**config.mk**
```make
export PLATFORM = sky130hd
export DESIGN_NAME = clip_seq
export DESIGN_NICKNAME = d
export VERILOG_FILES = /design/src/rtl/clip_seq.sv
export SDC_FILE = /design/constraint.sdc
export NUM_CORES = 1
export LEC_CHECK = 0
export ABC_AREA = 1
export BUFFER_PORTS_ARGS = -buffer_cell sky130_fd_sc_hd__buf_2
export CORE_MARGIN = 2
export CORE_UTILIZATION = 30
export DETAILED_ROUTE_END_ITERATION = 10
export PLACE_DENSITY = 0.5
export SLEW_MARGIN = 10
export SYNTH_ARGS = -nofsm -noshare
export SYNTH_HDL_FRONTEND = slang
export SYNTH_SLANG_ARGS = --single-unit
```
**constraint.sdc**
```tcl
create_clock -name clk -period 7.5 [get_ports clk]
set_clock_uncertainty 0.05 [all_clocks]
set_input_delay 0 -clock clk [delete_from_list [all_inputs] [get_ports clk]]
set_output_delay 0 -clock clk [all_outputs]
set_load 0.01 [all_outputs]
```
**src/rtl/clip_seq.sv**
```systemverilog
// Memory-to-memory signed clamp sequencer: reads len words, clamps each to
// [min_val,max_val], writes them back out and counts saturated elements.
module clip_seq #(
    parameter int DATA_W = 32,
    parameter int ADDR_W = 16,
    parameter int CNT_W  = 16
) (
    input  logic              clk,
    input  logic              rst,
    input  logic              start,
    input  logic [ADDR_W-1:0] src_base,
    input  logic [ADDR_W-1:0] dst_base,
    input  logic [CNT_W-1:0]  len,
    input  logic [DATA_W-1:0] min_val,
    input  logic [DATA_W-1:0] max_val,
    output logic              busy,
    output logic              done,
    output logic              cfg_err,
    output logic              rd_req,
    output logic [ADDR_W-1:0] rd_addr,
    input  logic              rd_gnt,
    input  logic [DATA_W-1:0] rd_data,
    output logic              wr_req,
    output logic [ADDR_W-1:0] wr_addr,
    output logic [DATA_W-1:0] wr_data,
    input  logic              wr_gnt,
    output logic [CNT_W-1:0]  sat_hi_cnt,
    output logic [CNT_W-1:0]  sat_lo_cnt
);

    localparam logic [2:0] S_IDLE = 3'd0;
    localparam logic [2:0] S_RD   = 3'd1;
    localparam logic [2:0] S_CAP  = 3'd2;
    localparam logic [2:0] S_WR   = 3'd3;
    localparam logic [2:0] S_ERR  = 3'd4;
    localparam logic [2:0] S_FIN  = 3'd5;

    logic [2:0]        r_state;
    logic [2:0]        w_next;
    logic [ADDR_W-1:0] r_src;
    logic [ADDR_W-1:0] r_dst;
    logic [CNT_W-1:0]  r_len;
    logic [CNT_W-1:0]  r_idx;
    logic [DATA_W-1:0] r_min;
    logic [DATA_W-1:0] r_max;
    logic [DATA_W-1:0] r_wr_data;
    logic [CNT_W-1:0]  r_sat_hi;
    logic [CNT_W-1:0]  r_sat_lo;
    logic              r_cfg_err;

    logic              w_hi;
    logic              w_lo;
    logic [DATA_W-1:0] w_clamped;
    logic [CNT_W:0]    w_idx_inc;
    logic              w_last;
    logic              w_bad_cfg;

    assign w_hi      = $signed(rd_data) > $signed(r_max);
    assign w_lo      = $signed(rd_data) < $signed(r_min);
    assign w_clamped = w_hi ? r_max : (w_lo ? r_min : rd_data);
    // One extra bit so idx+1 cannot wrap when len is at its maximum.
    assign w_idx_inc = {1'b0, r_idx} + {{CNT_W{1'b0}}, 1'b1};
    assign w_last    = w_idx_inc >= {1'b0, r_len};
    assign w_bad_cfg = $signed(min_val) > $signed(max_val);

    // NOTE: every path assigns w_next through the default first, so no latch is inferred.
    always_comb begin
        w_next = r_state;
        case (r_state)
            S_IDLE: begin
                if (start) begin
                    if (w_bad_cfg)          w_next = S_ERR;
                    else if (len == '0)     w_next = S_FIN;
                    else                    w_next = S_RD;
                end
            end
            S_RD:    if (rd_gnt) w_next = S_CAP;
            S_CAP:   w_next = S_WR;
            S_WR:    if (wr_gnt) w_next = w_last ? S_FIN : S_RD;
            S_ERR:   w_next = S_FIN;
            S_FIN:   w_next = S_IDLE;
            default: w_next = S_IDLE;
        endcase
    end

    // NOTE: state uses non-blocking assignments so every flop samples pre-edge values.
    always_ff @(posedge clk or posedge rst) begin
        if (rst) r_state <= S_IDLE;
        else     r_state <= w_next;
    end

    // NOTE: the datapath registers are reset too, since every output must read 0 after reset.
    always_ff @(posedge clk or posedge rst) begin
        if (rst) begin
            r_src     <= '0;
            r_dst     <= '0;
            r_len     <= '0;
            r_idx     <= '0;
            r_min     <= '0;
            r_max     <= '0;
            r_wr_data <= '0;
            r_sat_hi  <= '0;
            r_sat_lo  <= '0;
            r_cfg_err <= 1'b0;
        end else begin
            case (r_state)
                S_IDLE: begin
                    if (start) begin
                        r_src     <= src_base;
                        r_dst     <= dst_base;
                        r_len     <= len;
                        r_min     <= min_val;
                        r_max     <= max_val;
                        r_idx     <= '0;
                        r_sat_hi  <= '0;
                        r_sat_lo  <= '0;
                        r_cfg_err <= 1'b0;
                    end
                end
                S_CAP: begin
                    r_wr_data <= w_clamped;
                    if (w_hi && (r_sat_hi != '1)) r_sat_hi <= r_sat_hi + CNT_W'(1);
                    if (w_lo && (r_sat_lo != '1)) r_sat_lo <= r_sat_lo + CNT_W'(1);
                end
                S_WR:    if (wr_gnt) r_idx <= w_idx_inc[CNT_W-1:0];
                S_ERR:   r_cfg_err <= 1'b1;
                default: ;
            endcase
        end
    end

    // Requests decode straight from state, so an async reset drops them immediately.
    assign busy       = (r_state != S_IDLE);
    assign done       = (r_state == S_FIN);
    assign rd_req     = (r_state == S_RD);
    assign wr_req     = (r_state == S_WR);
    assign rd_addr    = r_src + ADDR_W'(r_idx);
    assign wr_addr    = r_dst + ADDR_W'(r_idx);
    assign wr_data    = r_wr_data;
    assign cfg_err    = r_cfg_err;
    assign sat_hi_cnt = r_sat_hi;
    assign sat_lo_cnt = r_sat_lo;

endmodule

```
Word-level counts from Yosys, hierarchy flattened
Cells that the tools add are included.
W data, S select, Z words.

storage, ports and cells
  word-level logic and storage cells = 64
  output and inout bits = 101
  flip-flop bits (word level) = 196

cells by class
  add/subtract/negate cells = 5
  reductions and logical operators = 14
  order comparisons = 4
  eq/ne operators = 12
  mux-type cells = 18

operator list
  cell                     count
  $pmux W16 S2             3
  $gt A32 B32 Y1           2
  $mux W16                 4
  $mux W32                 2
  $add A16 B1 Y16 const B  2
  $add A16 B16 Y16         2
  $lt A32 B32 Y1           1
  $ne A16 B16 Y1 const B   2
  $mux W3                  6
  $add A16 B1 Y17 const B  1
  $ge A17 B16 Y1           1
  $logic_not A16 Y1        1
  $pmux W3 S5              1
  $reduce_and A3 Y1        4
  $eq A3 B2 Y1 const B     2
  $eq A3 B3 Y1 const B     2
  $ne A2 B2 Y1 const B     3
  $reduce_bool A2 Y1       3
  $ne A2 B1 Y1 const B     2
  $reduce_and A2 Y1        2
  $eq A3 B1 Y1 const B     1
  $logic_not A3 Y1         1
  $reduce_bool A3 Y1       1
  $logic_and A1 B1 Y1      2
  other kinds (2)          2

Depth between registers and ports, before layout
  depth after elaboration = 5
  gate-level depth with buffers = 19
  mapped depth without buffers = 18

Worst setup path after synthesis
Ideal clock, no wire load.

  path kind = reg-to-reg
  start point = register r_idx[0]
  end point = register r_state[2]
  period minus slack after synthesis = 2.764 ns
  arrival = 2.592 ns
  setup time = 0.122 ns
  stages on the path, launching flop included = 18
  slack = 4.736 ns
  cells stage by stage = dfrtp_1 -> ha_1 -> nand2_1 -> nor2_1 -> nand3_1 -> nor3_2 -> nand2_1 -> nor3_2 -> nand2_1 -> xor2_1 -> inv_1 -> ha_1 -> a21oi_1 -> o21bai_1 -> a41oi_1 -> nand3_1 -> a21oi_1 -> a21oi_1

on the way
  cells in the longest elaborated chain, start to end = 5

ends and longest elaborated chain
  what                    line  source
  from (decl)             43    logic [CNT_W-1:0] r_idx;
  from (signal assigned)  125   S_WR: if (wr_gnt) r_idx <= w_idx_inc[CNT_W-1:0];
  $add A16 B1 Y17         62    assign w_idx_inc = {1'b0, r_idx} + {{CNT_W{1'b0}}, 1'b1};
  $ge A17 B16 Y1          63    assign w_last = w_idx_inc >= {1'b0, r_len};
  $mux W3 (2 in a row)    79    S_WR: if (wr_gnt) w_next = w_last ? S_FIN : S_RD;
  $pmux W3 S5             69    case (r_state)
  to (signal assigned)    89    else r_state <= w_next;
  to (decl)               38    logic [2:0] r_state;

Every way passes these cells. The select of a mux whose other input is x is not followed.
A chain may end at the register's enable or synchronous reset.

Worst setup path after layout
  start point = register r_max[31]
  end point = register r_wr_data[31] (netlist: wr_data[31])

on the way
  cells in the longest elaborated chain, start to end = 2

ends and longest elaborated chain
  what                    line  source
  from (decl)             45    logic [DATA_W-1:0] r_max;
  from (signal assigned)  113   r_max <= max_val;
  $gt A32 B32 Y1          58    assign w_hi = $signed(rd_data) > $signed(r_max);
  $mux W32 (*)            60    assign w_clamped = w_hi ? r_max : (w_lo ? r_min : rd_data);
  to (signal assigned)    121   r_wr_data <= w_clamped;
  to (decl)               46    logic [DATA_W-1:0] r_wr_data;

Every way passes the cells marked *; elsewhere a longest branch is shown, timed or not.

==> impl_metrics.json <==
{
  "outcome": "finished, final reports clean",
  "r2r_start": "r_max[31]$_DFFE_PP0P_",
  "rows": 77,
  "tns_ns": 0,
  "hold_violations": 0,
  "synthTopCellsByCount": "599 x nand2_1, 245 x inv_1, 196 x dfrtp_1",
  "dpl.hpwl_mm": 32.5,
  "via_count": 13255,
  "ys_seq_area_share_pct": 36.2,
  "start_util_pct": 30.5,
  "cts_num_sinks": 196,
  "numPortBuffers": 249,
  "postCtsHoldBufs": 148,
  "post-route-util_pct": 39.1,
  "place_congestion": 0.855,
  "fmaxAchievable_ghz": 0.264,
  "cts_buffers": 17,
  "htreeDepth": 4,
  "clk_pin_slew_ns": 0.07,
  "critPathArrivalTime_ns": 4.14,
  "synth_cell_types": 41,
  "max_slew_margin_pct": 32.8,
  "grt_pass1_wl_mm": 71.9,
  "grt_pass1_vias": 13223,
  "drtIter0Drc": 842,
  "overflow": 0,
  "maxSlewViolCount": 0,
  "ys_seq_elements": 196,
  "cp-end-kind": "flip-flop",
  "avgSynthCellArea_sq_um": 7.33,
  "hold_path.class": "input pin to flip-flop",
  "wire_per_inst_microns": 16.1,
  "required_ns": 7.84,
  "rsz0062_at_grt": "no",
  "yosysWarnings": 0,
  "power_switching_w": 0.00254,
  "tightest_slew_ns": 1.01,
  "cts_setup_buffers": 0,
  "async_reset_ff_share_pct": 100,
  "area_growth_pct": 28.2,
  "dieHeight_microns": 217,
  "fin_cells": 2815,
  "ir_drop_mv": 0.156,
  "die_area_sq_mm": 0.0469,
  "min_period_ns": 3.79,
  "antenna_found_initial": 0,
  "cts_tree": "done",
  "final_nets": 2508,
  "floorplan.io_pins": 250,
  "drv_cap": 0,
  "switching_share_pct": 46.5,
  "power_density_mw_per_mm2": 314,
  "synthCells": 1850,
  "wl_mm": 45.4,
  "pwr-share-clk_pct": 16.5,
  "worstSetupStartpointType": "flip-flop",
  "critPathLaunch": "r_max[31]$_DFFE_PP0P_",
  "vias_per_cell": 4.71,
  "internal_power_w": 0.00292,
  "num_antenna_cells": 0,
  "cellLeakagePower_nw": 9.39,
  "numPlacedInstances": 2638,
  "comb_power_share_pct": 52.6,
  "min_period_over_period_pct": 50.6,
  "drive_gt1_share_pct": 14.2,
  "seqPwrFrac_pct": 30.9,
  "worstHoldStart": "start",
  "clk_path_buf_depth": 2,
  "finalWorstSetupSlack_ns": 3.71,
  "synth_top_area_share_pct": 36.2,
  "drcViolationCount": 0,
  "yosysMostFrequentCell": "nand2_1",
  "clockRootBuffer": "clkbuf_16",
  "total_power_w": 0.00545,
  "ant_nets": 0,
  "synth_area_leaders": "dfrtp_1 36%, nand2_1 17%, ha_1 13%",
  "die_width_microns": 217,
  "synthFlopType": "dfrtp_1",
  "grt_usage_pct": 19.6,
  "synth_top_area_cell": "dfrtp_1",
  "setup_viol": 0,
  "synth_area_sq_mm": 0.0136,
  "cts_resized": 0,
  "grt_max_degree": 107,
  "synth_edf_count": 0,
  "syn-num-nets": 2145,
  "critPathKind": "flip-flop to flip-flop",
  "core_sq_mm": 0.0444,
  "drt-pass1-iter-count": 6,
  "critical_path.max_fanout": 33,
  "place_ws_ns": 3.79,
  "worstSkewPairLatency_ns": 0.46
}
[state kept, by name, indices dropped and copies added (netlist names)]
signal	flops
r_len	16
sat_hi_cnt	16
r_dst	16
wr_data	32
r_max	32
r_idx	16
r_min	32
cfg_err	1
sat_lo_cnt	16
r_src	16
r_state	3
[cell type report]
class,instances,area (sq um)
Tap cell,592,741
Clock inverter,9,82.6
Clock buffer,20,457
Fill cell,4653,27000
Timing Repair Buffer,409,2820
Inverter,247,935
Sequential cell,196,4900
Multi-Input combinational cell,1342,7440
[worst paths after layout]
check                                                to  slack (ns)  depth (start not counted)
worst max-delay path            wr_data[31]$_DFFE_PP0P_        3.71                         11
worst min-delay path              r_max[29]$_DFFE_PP0P_        0.04                          5
worst max register to register  wr_data[31]$_DFFE_PP0P_        3.71                         11
worst min register to register  wr_data[20]$_DFFE_PP0P_        0.42                          2
max in group asynchronous         r_min[16]$_DFFE_PP0P_        5.84                          4
min in group asynchronous          r_src[9]$_DFFE_PP0P_        0.09                          3
[layer usage]
layer	vias to the layer above	track usage, %	part of all wire (%)
met5	-	0	0
met4	0	6.96	2.4
met3	56	2.91	3.9
met2	285	31.2	45
met1	6192	27.1	49
li1	6722	-	-
[power groups by stage]
stage,registers (W),clock network (W),logic (W)
after floorplan,0.00167,0,0.00192
after global placement,0.00170,0,0.00279
after detailed placement,0.00171,0,0.00281
after CTS,0.00169,0.000927,0.00289
after global routing,0.00173,0.000966,0.00327
final,0.00169,0.000898,0.00287
[stage by stage]
stage | instance area [sq um] | hold WS [ns]
2_1_floorplan | 13600 | 0.0573
3_3_place_gp | 15400 | 0.0763
3_5_place_dp | 15400 | 0.0680
4_1_cts | 17400 | 0.0298
5_1_grt | 17400 | 0.0974
6_report | 17400 | 0.0435
[placed cells by master (no fill, tap or decap), types with 15 or more instances in the layout]
| cell | instances |
|---|---|
| nand2_1 | 599 |
| inv_1 | 244 |
| dfrtp_1 | 196 |
| a21oi_1 | 88 |
| nand4_1 | 49 |
| o21ai_0 | 121 |
| nor3_1 | 15 |
| nand3_1 | 126 |
| ha_1 | 144 |
| dlygate4sd3_1 | 148 |
| clkbuf_16 | 17 |
| nor2_1 | 73 |
| xor2_1 | 36 |
| buf_2 | 249 |
[cell families after synthesis]
group / share of synthesized area [%]
AND/OR/NAND/NOR: 28.4
AO/OA/AOI/OAI: 9.67
flip-flops: 36.2
adder cells (fa/ha/maj): 13.6
buffers and inverters: 9.05
XOR/XNOR: 3.10
[critical path: stages (launching register included)]
cell	delay [ns]
dfrtp_1	0.33
inv_1	0.06
ha_1	0.35
nand2_1	0.11
nor3_1	0.27
and3_1	0.27
nand2_1	0.10
nand3_2	0.60
nand3_2	0.96
o21ai_0	0.46
nand2_1	0.08
nand2_1	0.08
Note: power is estimated with default switching activity, not from simulation.
